## src/rtl/dispatch_ctrl.sv

```systemverilog
// ---------------------------------------------------------------------------
// dispatch_ctrl
//
// In-order dispatch scheduler sitting between instruction fetch and the
// decoder. Fetched (pc, instruction) pairs are buffered in a small circular
// queue. At most one entry per cycle is released to the decoder, and only
// when the ROB and the target station both have room. Loads and stores go
// to the LSB. Every other opcode goes to the RS. Each dispatch carries a
// ROB allocation pulse and the ROB tag that was offered in the same cycle.
// A mispredict clear empties the queue. The FSM then spends one ready
// cycle in FLUSH before it accepts fetches again.
//
// Ports
//   clk_in         clock, rising edge
//   rst_in         asynchronous active-low reset
//   rdy_in         global ready; 0 freezes all state (clear still acts)
//   clear          mispredict flush, sampled at the clock edge
//   if_valid       fetch offers an instruction
//   if_pc          pc of the offered instruction
//   if_inst        offered instruction word
//   if_ready       queue accepts this cycle (combinational)
//   rob_has_space  ROB can take one entry this cycle
//   rob_tag        tag the ROB will assign to its next entry
//   rs_has_space   RS has a free slot
//   lsb_has_space  LSB has a free slot
//   dec_valid      registered one-cycle pulse: dec_* hold a dispatched entry
//   dec_pc         pc of the dispatched instruction
//   dec_inst       dispatched instruction word
//   dec_tag        ROB tag captured at dispatch
//   dec_to_lsb     1 = route to LSB, 0 = route to RS
//   rob_alloc      registered pulse, coincident with dec_valid
//   stall_cnt      saturating count of cycles in which the head was blocked
// ---------------------------------------------------------------------------
module dispatch_ctrl #(
  parameter int IQ_DEPTH_LOG = 2,
  parameter int ROB_WIDTH    = 4
) (
  input  logic                 clk_in,
  input  logic                 rst_in,
  input  logic                 rdy_in,
  input  logic                 clear,
  input  logic                 if_valid,
  input  logic [31:0]          if_pc,
  input  logic [31:0]          if_inst,
  output logic                 if_ready,
  input  logic                 rob_has_space,
  input  logic [ROB_WIDTH-1:0] rob_tag,
  input  logic                 rs_has_space,
  input  logic                 lsb_has_space,
  output logic                 dec_valid,
  output logic [31:0]          dec_pc,
  output logic [31:0]          dec_inst,
  output logic [ROB_WIDTH-1:0] dec_tag,
  output logic                 dec_to_lsb,
  output logic                 rob_alloc,
  output logic [15:0]          stall_cnt
);

  localparam int DEPTH = 1 << IQ_DEPTH_LOG;

  localparam logic [IQ_DEPTH_LOG-1:0] PTR_ONE    = IQ_DEPTH_LOG'(1);
  localparam logic [IQ_DEPTH_LOG:0]   CNT_ONE    = (IQ_DEPTH_LOG + 1)'(1);
  localparam logic [IQ_DEPTH_LOG:0]   CNT_FULL   = (IQ_DEPTH_LOG + 1)'(DEPTH);
  localparam logic [6:0]              OPC_LOAD   = 7'b0000011;
  localparam logic [6:0]              OPC_STORE  = 7'b0100011;
  localparam logic [15:0]             STALL_SAT  = 16'hFFFF;

  typedef enum logic {
    ST_RUN   = 1'b0,
    ST_FLUSH = 1'b1
  } state_t;

  // -------------------------------------------------------------------------
  // State
  // -------------------------------------------------------------------------
  state_t                 r_state;
  state_t                 w_state_next;

  logic [IQ_DEPTH_LOG-1:0] r_head;
  logic [IQ_DEPTH_LOG-1:0] r_tail;
  logic [IQ_DEPTH_LOG:0]   r_count;

  logic [31:0]             r_pc_mem   [DEPTH];
  logic [31:0]             r_inst_mem [DEPTH];

  logic                    r_dec_valid;
  logic [31:0]             r_dec_pc;
  logic [31:0]             r_dec_inst;
  logic [ROB_WIDTH-1:0]    r_dec_tag;
  logic                    r_dec_to_lsb;
  logic                    r_rob_alloc;
  logic [15:0]             r_stall_cnt;

  // -------------------------------------------------------------------------
  // Head decode
  // -------------------------------------------------------------------------
  logic        w_empty;
  logic        w_full;
  logic [31:0] w_head_pc;
  logic [31:0] w_head_inst;
  logic        w_head_is_mem;
  logic        w_target_space;

  assign w_empty       = (r_count == '0);
  assign w_full        = (r_count == CNT_FULL);
  assign w_head_pc     = r_pc_mem[r_head];
  assign w_head_inst   = r_inst_mem[r_head];
  assign w_head_is_mem = (w_head_inst[6:0] == OPC_LOAD) ||
                         (w_head_inst[6:0] == OPC_STORE);
  // The head needs a ROB slot plus a slot in whichever station it targets.
  assign w_target_space = rob_has_space &&
                          (w_head_is_mem ? lsb_has_space : rs_has_space);

  // -------------------------------------------------------------------------
  // FSM: state register
  // -------------------------------------------------------------------------
  always_ff @(posedge clk_in or negedge rst_in) begin
    if (!rst_in) begin
      r_state <= ST_RUN;
    end else begin
      r_state <= w_state_next;
    end
  end

  // -------------------------------------------------------------------------
  // FSM: next state. clear wins over rdy_in. A clear that arrives while
  // already flushing re-arms FLUSH.
  // -------------------------------------------------------------------------
  always_comb begin
    w_state_next = r_state;
    if (clear) begin
      w_state_next = ST_FLUSH;
    end else if (r_state == ST_FLUSH && rdy_in) begin
      w_state_next = ST_RUN;
    end
  end

  // -------------------------------------------------------------------------
  // FSM: outputs and per-cycle strobes
  // -------------------------------------------------------------------------
  logic w_enq;
  logic w_dispatch;
  logic w_stall_inc;

  always_comb begin
    if_ready    = 1'b0;
    w_dispatch  = 1'b0;
    w_stall_inc = 1'b0;
    if (r_state == ST_RUN) begin
      // The full check ignores a same-cycle dequeue. This keeps if_ready
      // independent of the downstream space signals.
      if_ready    = rst_in && rdy_in && !w_full && !clear;
      w_dispatch  = rdy_in && !clear && !w_empty && w_target_space;
      // Any ready RUN cycle with a waiting head that does not go out.
      w_stall_inc = rdy_in && !w_empty && !w_dispatch;
    end
    w_enq = if_ready && if_valid;
  end

  // -------------------------------------------------------------------------
  // Queue storage. The head is read combinationally, so a freshly written
  // entry is only visible to the dispatch logic one cycle later.
  // -------------------------------------------------------------------------
  always_ff @(posedge clk_in or negedge rst_in) begin
    if (!rst_in) begin
      for (int i = 0; i < DEPTH; i++) begin
        r_pc_mem[i]   <= '0;
        r_inst_mem[i] <= '0;
      end
    end else if (w_enq) begin
      r_pc_mem[r_tail]   <= if_pc;
      r_inst_mem[r_tail] <= if_inst;
    end
  end

  // -------------------------------------------------------------------------
  // Queue pointers and occupancy. w_enq and w_dispatch are already gated
  // by rdy_in, clear and state, so a paused cycle leaves these untouched.
  // -------------------------------------------------------------------------
  always_ff @(posedge clk_in or negedge rst_in) begin
    if (!rst_in) begin
      r_head  <= '0;
      r_tail  <= '0;
      r_count <= '0;
    end else if (clear) begin
      r_head  <= '0;
      r_tail  <= '0;
      r_count <= '0;
    end else begin
      if (w_enq) begin
        r_tail <= r_tail + PTR_ONE;
      end
      if (w_dispatch) begin
        r_head <= r_head + PTR_ONE;
      end
      case ({w_enq, w_dispatch})
        2'b10:   r_count <= r_count + CNT_ONE;
        2'b01:   r_count <= r_count - CNT_ONE;
        default: r_count <= r_count;
      endcase
    end
  end

  // -------------------------------------------------------------------------
  // Decoder-facing registers. The payload fields keep their last value
  // between dispatches. Only the valid/alloc strobes drop back to 0.
  // -------------------------------------------------------------------------
  always_ff @(posedge clk_in or negedge rst_in) begin
    if (!rst_in) begin
      r_dec_valid  <= 1'b0;
      r_rob_alloc  <= 1'b0;
      r_dec_pc     <= '0;
      r_dec_inst   <= '0;
      r_dec_tag    <= '0;
      r_dec_to_lsb <= 1'b0;
    end else begin
      r_dec_valid <= w_dispatch;
      r_rob_alloc <= w_dispatch;
      if (w_dispatch) begin
        r_dec_pc     <= w_head_pc;
        r_dec_inst   <= w_head_inst;
        r_dec_tag    <= rob_tag;
        r_dec_to_lsb <= w_head_is_mem;
      end
    end
  end

  // -------------------------------------------------------------------------
  // Stall counter. It saturates and is never cleared by a flush.
  // -------------------------------------------------------------------------
  always_ff @(posedge clk_in or negedge rst_in) begin
    if (!rst_in) begin
      r_stall_cnt <= '0;
    end else if (w_stall_inc && (r_stall_cnt != STALL_SAT)) begin
      r_stall_cnt <= r_stall_cnt + 16'd1;
    end
  end

  assign dec_valid  = r_dec_valid;
  assign dec_pc     = r_dec_pc;
  assign dec_inst   = r_dec_inst;
  assign dec_tag    = r_dec_tag;
  assign dec_to_lsb = r_dec_to_lsb;
  assign rob_alloc  = r_rob_alloc;
  assign stall_cnt  = r_stall_cnt;

endmodule

```

## config.mk

```make
export PLATFORM = sky130hd
export DESIGN_NAME = dispatch_ctrl
export DESIGN_NICKNAME = d
export VERILOG_FILES = /design/src/rtl/dispatch_ctrl.sv
export SDC_FILE = /design/constraint.sdc
export NUM_CORES = 1
export LEC_CHECK = 0
export CAP_MARGIN = 0
export CORE_UTILIZATION = 35
export CTS_BUF_LIST = sky130_fd_sc_hd__clkbuf_4 sky130_fd_sc_hd__clkbuf_8 sky130_fd_sc_hd__clkbuf_16
export DETAILED_ROUTE_END_ITERATION = 8
export RECOVER_POWER = 100
export SYNTH_ARGS = -nofsm -noshare
export SYNTH_HDL_FRONTEND = slang
export SYNTH_SLANG_ARGS = --single-unit
```

## constraint.sdc

```tcl
create_clock -name clk_in -period 5.8 [get_ports clk_in]
set_input_delay 1.16 -clock clk_in [delete_from_list [all_inputs] [get_ports clk_in]]
set_output_delay 1.16 -clock clk_in [all_outputs]
set_load 0.01 [all_outputs]
```

Word level (Yosys, flattened, before mapping):

Cells that the tools add are included.

* flip-flop bits (word level): 350
* input port bits: 76
* output and inout port bits: 88
* word-level logic and storage cells: 79

* add/sub/neg operators: 5
* magnitude comparators: 3
* eq/ne operators: 6
* multiplexer cells: 22
* bitwise operators: 2
* reduce and logical (&&, ||, !) cells: 23

Operators with widths (number)
* 128-bit bitwise mux: 2
* 32-bit 2-to-1 mux: 5
* 32-bit binary-select mux with 2-bit select: 2
* 32-bit demux with 2-bit select: 1
* 16-bit by 1-bit adder with 16-bit output (second input constant): 1
* 16-bit inequality test (second input constant): 1
* 1-bit logical AND: 13
* 2-bit 2-to-1 mux: 4
* 7-bit by 2-bit == test with 1-bit output (second input constant): 1
* 7-bit by 6-bit == test with 1-bit output (second input constant): 1
* 3-bit >= comparator (second input constant): 2
* 1-bit 2-to-1 mux: 6
* 2-bit NOT with 3-bit output: 2
* 3-bit case mux with 2 select lines: 1
* 2-bit nonzero test: 3
* 2-bit by 1-bit adder with 2-bit output (second input constant): 2
* 1-bit zero test: 4
* 3-bit by 1-bit adder with 3-bit output (second input constant): 1
* 3-bit == test (second input constant): 1
* 3-bit zero test: 1
* 3-bit by 1-bit less-than comparator with 1-bit output (second input constant): 1
* 3-bit 2-to-1 mux: 1
* 3-bit nonzero test: 1
* 3-bit by 1-bit subtractor with 3-bit output (second input constant): 1
* 3 further kinds: 3

Longest topological paths before layout:

Gate-level depths: netlist (run 1).

* depth after elaboration: 13
* depth in mapped cells: 13
* depth with buffers taken out: 10

Worst setup path before layout (run 1):

No wires, ideal clock.

* path kind: input -> register
* from: input clear
* to: register r_count[2]
* library setup time: 79 ps
* arrival time: 3279 ps
* required time: 5721 ps
* slack: 2441 ps
* stages: 13
* buffers on the path: 3
* path through: clkbuf_1 -> and3b_1 -> nand4b_1 -> a21oi_1 -> or2_1 -> buf_6 -> buf_4 -> nor2b_1 -> fa_1 -> nand2_1 -> nor3_1 -> a21oi_1 -> mux2i_1

* longest elaborated chain between the ends: 8
* elaborated cells on any way between the ends: 13
* those cells by class: eq/ne (2); mux (4); reduce/logical (7)

Ends and longest elaborated chain
* from (decl): RTL line 41 `input logic clear,`
* 1-bit zero test (*): RTL line 153 `w_dispatch = rdy_in && !clear && !w_empty && w_target_space;`
* 1-bit logical AND (*) (3 in series): RTL line 153
* 1-bit 2-to-1 mux (*): RTL line 149 `if (r_state == ST_RUN) begin`
* via w_dispatch: RTL line 142 `logic w_dispatch;`
* 2-bit by 1-bit == test with 1-bit output / 2-bit == test (equally long branches): RTL line 196 `case ({w_enq, w_dispatch})`
* 3-bit case mux with 2 select lines: RTL line 196
* 3-bit 2-to-1 mux: RTL line 185 `end else if (clear) begin`
* to (signal assigned): RTL line 197 `2'b10: r_count <= r_count + CNT_ONE;`
* to (signal assigned): RTL line 198 `2'b01: r_count <= r_count - CNT_ONE;`
* to (signal assigned): RTL line 199 `default: r_count <= r_count;`
* to (decl): RTL line 81 `logic [IQ_DEPTH_LOG:0] r_count;`

Mark *: on every way through the listed nets, which the timed path passes. The rest lies on a longest branch.
A chain may end at the register's enable or synchronous reset.

Worst setup path after layout (run 1):

* from: input clear
* to: register r_pc_mem[4] in the netlist's numbering

* longest elaborated chain between the ends: 4

Ends and longest elaborated chain
* 1-bit zero test: RTL line 152 `if_ready = rst_in && rdy_in && !w_full && !clear;`
* 1-bit logical AND: RTL line 152
* 1-bit 2-to-1 mux: RTL line 149
* 1-bit logical AND: RTL line 157 `w_enq = if_ready && if_valid;`
* to (signal, indexed assignment): RTL line 171 `r_pc_mem[r_tail] <= if_pc;`
* to (decl): RTL line 83 `logic [31:0] r_pc_mem [DEPTH];`

No other way between the ends.

==> flow_summary.toml, run 1 <==
[outcome]
status = "finished, violations left"
violations = "capacitance limit, slew limit"

[critical_path]
crit_chain = "dlygate4sd3_1 > nand4bb_1 > a211oi_1 > clkbuf_1 > nand2_1 > buf_4 > mux2_2"
path_delay_family = "buffers and inverters"
critPathArrivalTime_ns = 5.05
crit_slowest_cell = "nand2_1"
cp-start-kind = "primary input"
crit_path_max_incr_delay_ns = 1.13
worstSetupPathType = "in -> reg"
timing.critical_path.buf_inv = 3
cp.required_ns = 6.22
cp_max_fo = 35
critPathCaptureType = "flip-flop"

[synth]
ys_seq_area_share_pct = 59.0
ys.flop_type = "dfrtp_1"
synth.top_cells.by_area = "dfrtp_1, mux2_2, mux4_2, clkbuf_1, xnor2_1"
synth_edf_count = 0
syn_inst = 892
async_flop_share_pct = 100
netlist_area_um2 = 14800
synth_common_cells = "dfrtp_1, mux2_2, mux4_2"
synthesis.nets = 974
synth_seq_cells = 350
syn_avg_cell_area_um2 = 16.6
synth_cell_types = 41
yosysTopAreaCellShare_pct = 59.0
post-synth-top-count-cell = "dfrtp_1"
ys_warn_count = 0
yosysTopAreaCell = "dfrtp_1"

[timing]
period_needed_ns = 4.64
worst_slack_ns = 1.16
worstMarginPinSlew_ns = 2.31
relSlewSlack_pct = -54.1
setup_viol = 0
holdWs_ns = 0.496
final.setup.tns_ns = 0
rsz0062_at_grt = "false"
final-max-slew-violation-count = 291
min_period_over_period_pct = 79.9
final-hold-violation-count = 0
maxClockFrequency_ghz = 0.216
fin_skew_ns = 0.0142

[floorplan]
die_h_um = 208
die_area_um2 = 43200
start_util_pct = 35.4
die_x_um = 208
pin_count = 164
coreArea_um2 = 41900
fp-row-count = 75

[grt]
antenna_found_initial = 0
track_usage_pct = 15.3
grt_pass1_vias = 8669
grt_pass1_wl_um = 51300
grt_start_max_net_pins = 83
overflow = 0

[place]
dp.cells = 1560
port_buffers = 163
dp_hpwl_um = 19500
gp_congestion = 0.752
pre_cts_ws_ns = 1.63
dpl_cell_area_um2 = 17100

[layout]
utilization_pct = 43.8
n_antenna_cell = 0
nets = 1144
fin_area_um2 = 18300
syn_to_final_growth_pct = 23.7
stdcell_count = 1629
drive_above_1_share_pct = 43.6

[drt]
drtIter0Drc = 317
firstDrtPassIters = 4
wl_per_cell_um = 19.6
wl_met2_um = 15500
vias_per_cell = 4.98
wl_met3_um = 1150
wl_met1_um = 14700
routed.top_layer = "met4"
drc = 0
num_vias = 8112
antenna_left = 0
wirelength_um = 32000

[cts]
clkTransAtPathRegs_ns = 0.06
cts_resized = 0
clk_latency_ns = 0.54
post_cts_buffers = 0
clock-sinks = 350
postCtsHoldBufs = 0
h-tree-depth = 2
cts_tree = "built"
clock_path_buffers = 3
cts_buffers = 39
clock-root-buffer = "clkbuf_16"

[power]
peakVddDrop_v = 0.000220
power_mw = 5.61
leakage_nw = 8.88
power_density_nw_per_um2 = 306

[worst_hold_path]
hold_class = "reg -> reg"

[run]
max-cap-violations = 6
[routing by layer]
metal	vias to the layer above	global-route usage, %
met5	-	0
met4	0	4.90
met3	39	2.86
met2	130	24.5
met1	4298	21.0
li1	3645	-
[path summary, 6_finish.rpt]
kind / startpoint / endpoint / slack [ns] / cells after the start
max: clear / r_pc_mem[4] / 1.16 / 7
min: stall_cnt[10] / stall_cnt[10] / 0.50 / 1
max reg2reg: r_head[0] / dec_inst[22] / 1.49 / 7
min reg2reg: stall_cnt[10] / stall_cnt[10] / 0.50 / 1
max in group asynchronous: rst_in / r_pc_mem[97] / 2.23 / 3
min in group asynchronous: rst_in / r_pc_mem[117] / 0.58 / 1
[layout make-up]
| type | count | area (um2) |
|---|---|---|
| clock buffers | 62 | 1260 |
| clock inverters | 7 | 87.6 |
| fillers | 3720 | 23500 |
| inverters | 5 | 18.8 |
| multi-input cells | 488 | 5820 |
| flip-flops and latches | 350 | 8770 |
| well taps | 539 | 674 |
| repair buffers | 178 | 1720 |
[cells by family (layout without fill, tap and decap cells)]
group                    Yosys count  in the layout  synth area share (%)
multiplexers                     393            393                  34.7
flip-flops                       350            350                  59.0
AND/OR/NAND/NOR                   56             56                  2.22
buffers and inverters             54            252                  1.67
XOR/XNOR                          19             19                  1.17
AO/OA/AOI/OAI                     14             14                 0.641
adder cells (fa/ha/maj)            6              6                 0.557
[power by group]
| group | total (mW) | internal [mW] | switching [mW] | leakage (nW) |
|---|---|---|---|---|
| sequential | 2.64 | 2.57 | 0.0671 | 4.78 |
| combinational | 0.432 | 0.267 | 0.164 | 3.43 |
| clock | 2.54 | 1.57 | 0.964 | 0.677 |
| total | 5.61 | 4.41 | 1.20 | 8.88 |
[sequential cells by signal, summed over array words and instances, names as in the netlist]
name	flops
r_state	1
stall_cnt	16
dec_pc	32
r_inst_mem	128
dec_to_lsb	1
r_tail	2
r_head	2
dec_inst	32
r_pc_mem	128
rob_alloc	1
r_count	3
dec_tag	4
[cells in the final DEF, fill, tap and decap left out, drive strengths merged, types with 2 or more instances in the layout]
cell and instances:
xnor2 15, a21oi 4, mux2i 3, nand4b 2
nor2 6, o21ai 3, clkbuf 70, inv 5
nand3 10, dlygate4sd3 89, xor2 4, ha 5
nand2b 4, and2 2, bufinv 2, and3 6
nand2 9, dfrtp 350, buf 8, nor2b 3
nand4 4, mux2 326, mux4 64, a211oi 4
clkdlybuf4s50 73, clkinv 4, nor3 2
(Power assumes the default switching activity.)
==> run 2: changes to the inputs <==
clock period = 4.8 ns   (was 5.8 ns; I/O delays follow)
==> run 2 against run 1 <==
- the run still ends with capacitance limit, slew limit left
- combinational power increased by 21%
- critical path depth did not move
- global-route usage shrank 0.30 points
- routed wire length fell by 2.1%
- count of clock-buffer cells in the layout shrank 2
- clock skew increased by 0.0046 ns
- power increased by 21%
- utilization grew 0.19 points
- largest power group unchanged
- die area did not move
- register-to-register slack worse by 0.61 ns
- non-clock buffer count decreased by 2
==> flow_summary.toml, run 2 (same netlist as run 1, synthesis figures left out) <==
[worst_hold_path]
hold_class = "reg -> reg"
min_from = "stall_cnt[4]"
worstHoldPathCells = 1
holdPathEnd = "stall_cnt[4]"

[timing]
fin_skew_ns = 0.0188
final-max-slew-violation-count = 67
final-hold-violation-count = 0
worstMarginPinSlew_ns = 1.73
setup_viol = 0
holdWs_ns = 0.488
final.setup.tns_ns = 0
min_period_over_period_pct = 81.7
period_needed_ns = 3.92
relSlewSlack_pct = -15.0
rsz0062_at_grt = "false"
maxClockFrequency_ghz = 0.255

[cts]
cts_resized = 0
post_cts_buffers = 0
clock-root-buffer = "clkbuf_16"
clkTransAtPathRegs_ns = 0.06
clock-sinks = 350
cts_tree = "built"
cts_buffers = 41
clk_latency_ns = 0.55
h-tree-depth = 2
postCtsHoldBufs = 0
clock_path_buffers = 3

[critical_path]
cp.required_ns = 5.24
critPathCaptureType = "flip-flop"
worstSetupStartpoint = "r_head[0]"
worstSetupPathType = "reg -> reg"
r2r_setup_slack_ns = 0.88
ff2ff_path_depth = 7
cp_max_fo = 72
rr_startpoint = "r_head[0]"
r2r_end = "r_count[1]"
critPathArrivalTime_ns = 4.36
cp-start-kind = "flip-flop"

[floorplan]
pin_count = 164
die_area_um2 = 43200
die_h_um = 208
start_util_pct = 35.4
die_x_um = 208
fp-row-count = 75
coreArea_um2 = 41900

[grt]
grt_start_max_net_pins = 154
grt_pass1_vias = 8833
antenna_found_initial = 2
overflow = 0
grt_pass1_wl_um = 50700
track_usage_pct = 15.0

[power]
leakage_nw = 8.94
peakVddDrop_v = 0.000284
power_density_nw_per_um2 = 369

[drt]
antenna_left = 0
wl_per_cell_um = 19.2
wirelength_um = 31300
num_vias = 8155
firstDrtPassIters = 4
vias_per_cell = 5.01
drtIter0Drc = 283
drc = 0

[layout]
mostFrequentLayoutCell = "dfrtp_1"
nets = 1144
drive_above_1_share_pct = 44.0
final_cell_mix = "dfrtp_1, mux2_2, dlygate4sd3_1"
reg.largest.list = "r_inst_mem: 128 flops, r_pc_mem: 128 flops"
utilization_pct = 44.0
syn_to_final_growth_pct = 24.3
n_antenna_cell = 0

[place]
port_buffers = 163
dp_hpwl_um = 18700
gp_congestion = 0.731

[run]
max-cap-violations = 1

[outcome]
violations = "capacitance limit, slew limit"
status = "finished, violations left"
-- run 2: power by group --
| part | internal [mW] | switching [mW] | total, mW |
|---|---|---|---|
| clock | 1.92 | 1.17 | 3.09 |
| combinational | 0.323 | 0.201 | 0.523 |
| sequential | 3.11 | 0.0754 | 3.18 |
-- run 2: layer usage --
metal	vias to the layer above	wire length (um)	global-route usage, %
li1	3649	-	-
met1	4303	14300	20.1
met2	145	14800	24.1
met3	54	1350	3.04
met4	4	783	5.72
met5	-	30	0
-- run 2: critical path, stage by stage, from the launching register on --
cell and delay [ns]:
dfrtp_1 1.11, mux4_2 0.68, or4b_1 0.56, nor3_2 0.31
or2_4 0.19, buf_12 0.39, xnor2_1 0.24, mux2_4 0.33
-- run 2: layout make-up --
class,count,area (um2)
well taps,539,674
clock buffers,60,1220
inverters,5,18.8
clock inverters,11,130
fillers,3748,23400
flip-flops and latches,350,8760
multi-input cells,488,5830
repair buffers,176,1790
-- run 2: how the worst max path moves through the flow --
stage            endpoint  slack [ns]  cells after the start
2_1_floorplan  r_count[1]        1.59                     10
3_3_place_gp     if_ready        1.15                      4
6_report       r_count[1]        0.88                      7
3_5_place_dp     if_ready        1.21                      4
5_1_grt        r_count[1]        0.58                      7
4_1_cts          if_ready        1.21                      4
-- run 2: stage by stage --
stage          area (um2)  power, mW  worst slack, ns  instances
3_3_place_gp        17100       3.77             1.15       1558
3_5_place_dp        17100       3.78             1.21       1558
6_report            18400       6.80            0.880       1629
2_1_floorplan       14800       3.52             1.59        892
5_1_grt             18400       7.09            0.579       1629
4_1_cts             18500       6.94             1.21       1629
==> run 3: changes to the inputs <==
clock period = 3.48 ns   (was 4.8 ns; I/O delays follow)
==> run 3 against run 2 <==
- global-route usage up 0.28 points
- maximum frequency up 22%
- count of clock-buffer cells in the layout up 3
- sequential cell count unchanged
- cell count up 0.37%
- hold slack better by 0.0014 ns
- the run still ends with capacitance limit, slew limit left
- non-clock buffer count up 7
==> flow_summary.toml, run 3 (same netlist as run 1, synthesis figures left out) <==
[outcome]
status = "finished, violations left"
violations = "capacitance limit, slew limit"

[critical_path]
worstSetupStartpoint = "r_head[0]"
crit_chain = "mux4_2 > or4b_1 > nor3_2 > or2_4 > buf_4 > mux2_2"
cp_max_fo = 37
cp-start-kind = "flip-flop"
path_delay_family = "simple AND/OR/NAND/NOR gates"
critPathCaptureType = "flip-flop"
critPathArrivalTime_ns = 3.62
timing.critical_path.buf_inv = 1
rr_startpoint = "r_head[0]"
crit_slowest_cell = "or4b_1"
cp.depth = 6
ff2ff_path_depth = 6
cp.required_ns = 3.90
worstSetupPathType = "reg -> reg"
crit_path_max_incr_delay_ns = 0.59

[timing]
worst_slack_ns = 0.280
rsz0062_at_grt = "false"
fin_skew_ns = 0.00955
setup_viol = 0
period_needed_ns = 3.20
final.setup.tns_ns = 0
maxClockFrequency_ghz = 0.312
worstMarginPinSlew_ns = 1.95
min_period_over_period_pct = 92.0
final-hold-violation-count = 0
relSlewSlack_pct = -29.9
final-max-slew-violation-count = 289
holdWs_ns = 0.490

[power]
switching_power_mw = 2.00
p_int_mw = 7.13
seq_power_share_pct = 48.1
p_comb_share_pct = 7.9
leakage_nw = 8.91
clock_power_share_pct = 44.0
switching_share_pct = 21.9
power_density_nw_per_um2 = 498
peakVddDrop_v = 0.000331

[floorplan]
die_h_um = 208
fp-row-count = 75
coreArea_um2 = 41900
die_area_um2 = 43200
die_x_um = 208
start_util_pct = 35.4
pin_count = 164

[place]
dp_hpwl_um = 19100
port_buffers = 163
gp_congestion = 0.727
pre_cts_ws_ns = 0.260

[grt]
track_usage_pct = 15.3
antenna_found_initial = 3
grt_pass1_wl_um = 51900
grt_start_max_net_pins = 143
grt_pass1_vias = 8983
overflow = 0

[layout]
mostFrequentLayoutCell = "dfrtp_1"
utilization_pct = 43.8
nets = 1149
fillCellCount = 3804
syn_to_final_growth_pct = 23.6
reg.largest.list = "r_inst_mem: 128 flops, r_pc_mem: 128 flops"
final_cell_mix = "dfrtp_1, mux2_2, dlygate4sd3_1"
regArea_um2 = 8770
multi_input_area_um2 = 5840
drive_above_1_share_pct = 44.3

[cts]
clock-root-buffer = "clkbuf_16"
clkTransAtPathRegs_ns = 0.05
post_cts_buffers = 0
clk_latency_ns = 0.54
clock_path_buffers = 3
h-tree-depth = 2
cts_resized = 0
clock-sinks = 350
cts_buffers = 39
cts_tree = "built"
postCtsHoldBufs = 0

[drt]
wl_per_cell_um = 19.3
vias_per_cell = 5.04
firstDrtPassIters = 4
antenna_left = 0
drtIter0Drc = 321
drc = 0
wirelength_um = 31600
num_vias = 8233

[run]
max-cap-violations = 3

[worst_hold_path]
min_from = "stall_cnt[10]"
hold_class = "reg -> reg"
worstHoldPathCells = 1
[run 3: final cells by class]
type                            count  area share (%)
Clock buffer                       63            6.67
Tap cell                          539            3.68
Antenna cell                        1          0.0137
Inverter                            5           0.102
Sequential cell                   350            47.8
Clock inverter                      6           0.191
Multi-Input combinational cell    488            31.9
Timing Repair Buffer              183            9.68
[run 3: path summary, 6_finish.rpt]
path,slack [ns],end
max in group asynchronous,0.67,dec_inst[19]
max reg2reg,0.28,dec_inst[21]
min reg2reg,0.49,stall_cnt[10]
max,0.28,dec_inst[21]
min in group asynchronous,1.02,r_pc_mem[20]
min,0.49,stall_cnt[10]
[run 3: worst reg2reg max path, cell delays in order, from the launching register on]
cell and delay (ns):
dfrtp_4 0.51, mux4_2 0.54, or4b_1 0.59, nor3_2 0.32, or2_4 0.20, buf_4 0.48, mux2_2 0.43
[run 3: per-stage QoR]
| step | total power [mW] | cell area (um2) | std cells |
|---|---|---|---|
| 2_1_floorplan | 4.86 | 14800 | 892 |
| 3_3_place_gp | 5.19 | 17100 | 1565 |
| 3_5_place_dp | 5.22 | 17100 | 1565 |
| 4_1_cts | 9.31 | 18400 | 1634 |
| 5_1_grt | 9.56 | 18300 | 1635 |
| 6_report | 9.14 | 18300 | 1635 |
[run 3: layer usage]
| layer | vias to the layer above | track usage [%] | part of all wire [%] |
|---|---|---|---|
| li1 | 3672 | - | - |
| met1 | 4366 | 20.3 | 45 |
| met2 | 137 | 24.8 | 48 |
| met3 | 54 | 3.68 | 4.5 |
| met4 | 4 | 4.65 | 2.4 |
| met5 | - | 0 | 0.089 |
[run 3: power groups by stage]
stage / Clock (mW) / Combinational [mW] / Sequential [mW]
6_report: 4.02 / 0.721 / 4.39
4_1_cts: 4.16 / 0.755 / 4.39
2_1_floorplan: 0 / 0.415 / 4.44
5_1_grt: 4.35 / 0.795 / 4.42
3_3_place_gp: 0 / 0.734 / 4.46
3_5_place_dp: 0 / 0.753 / 4.47
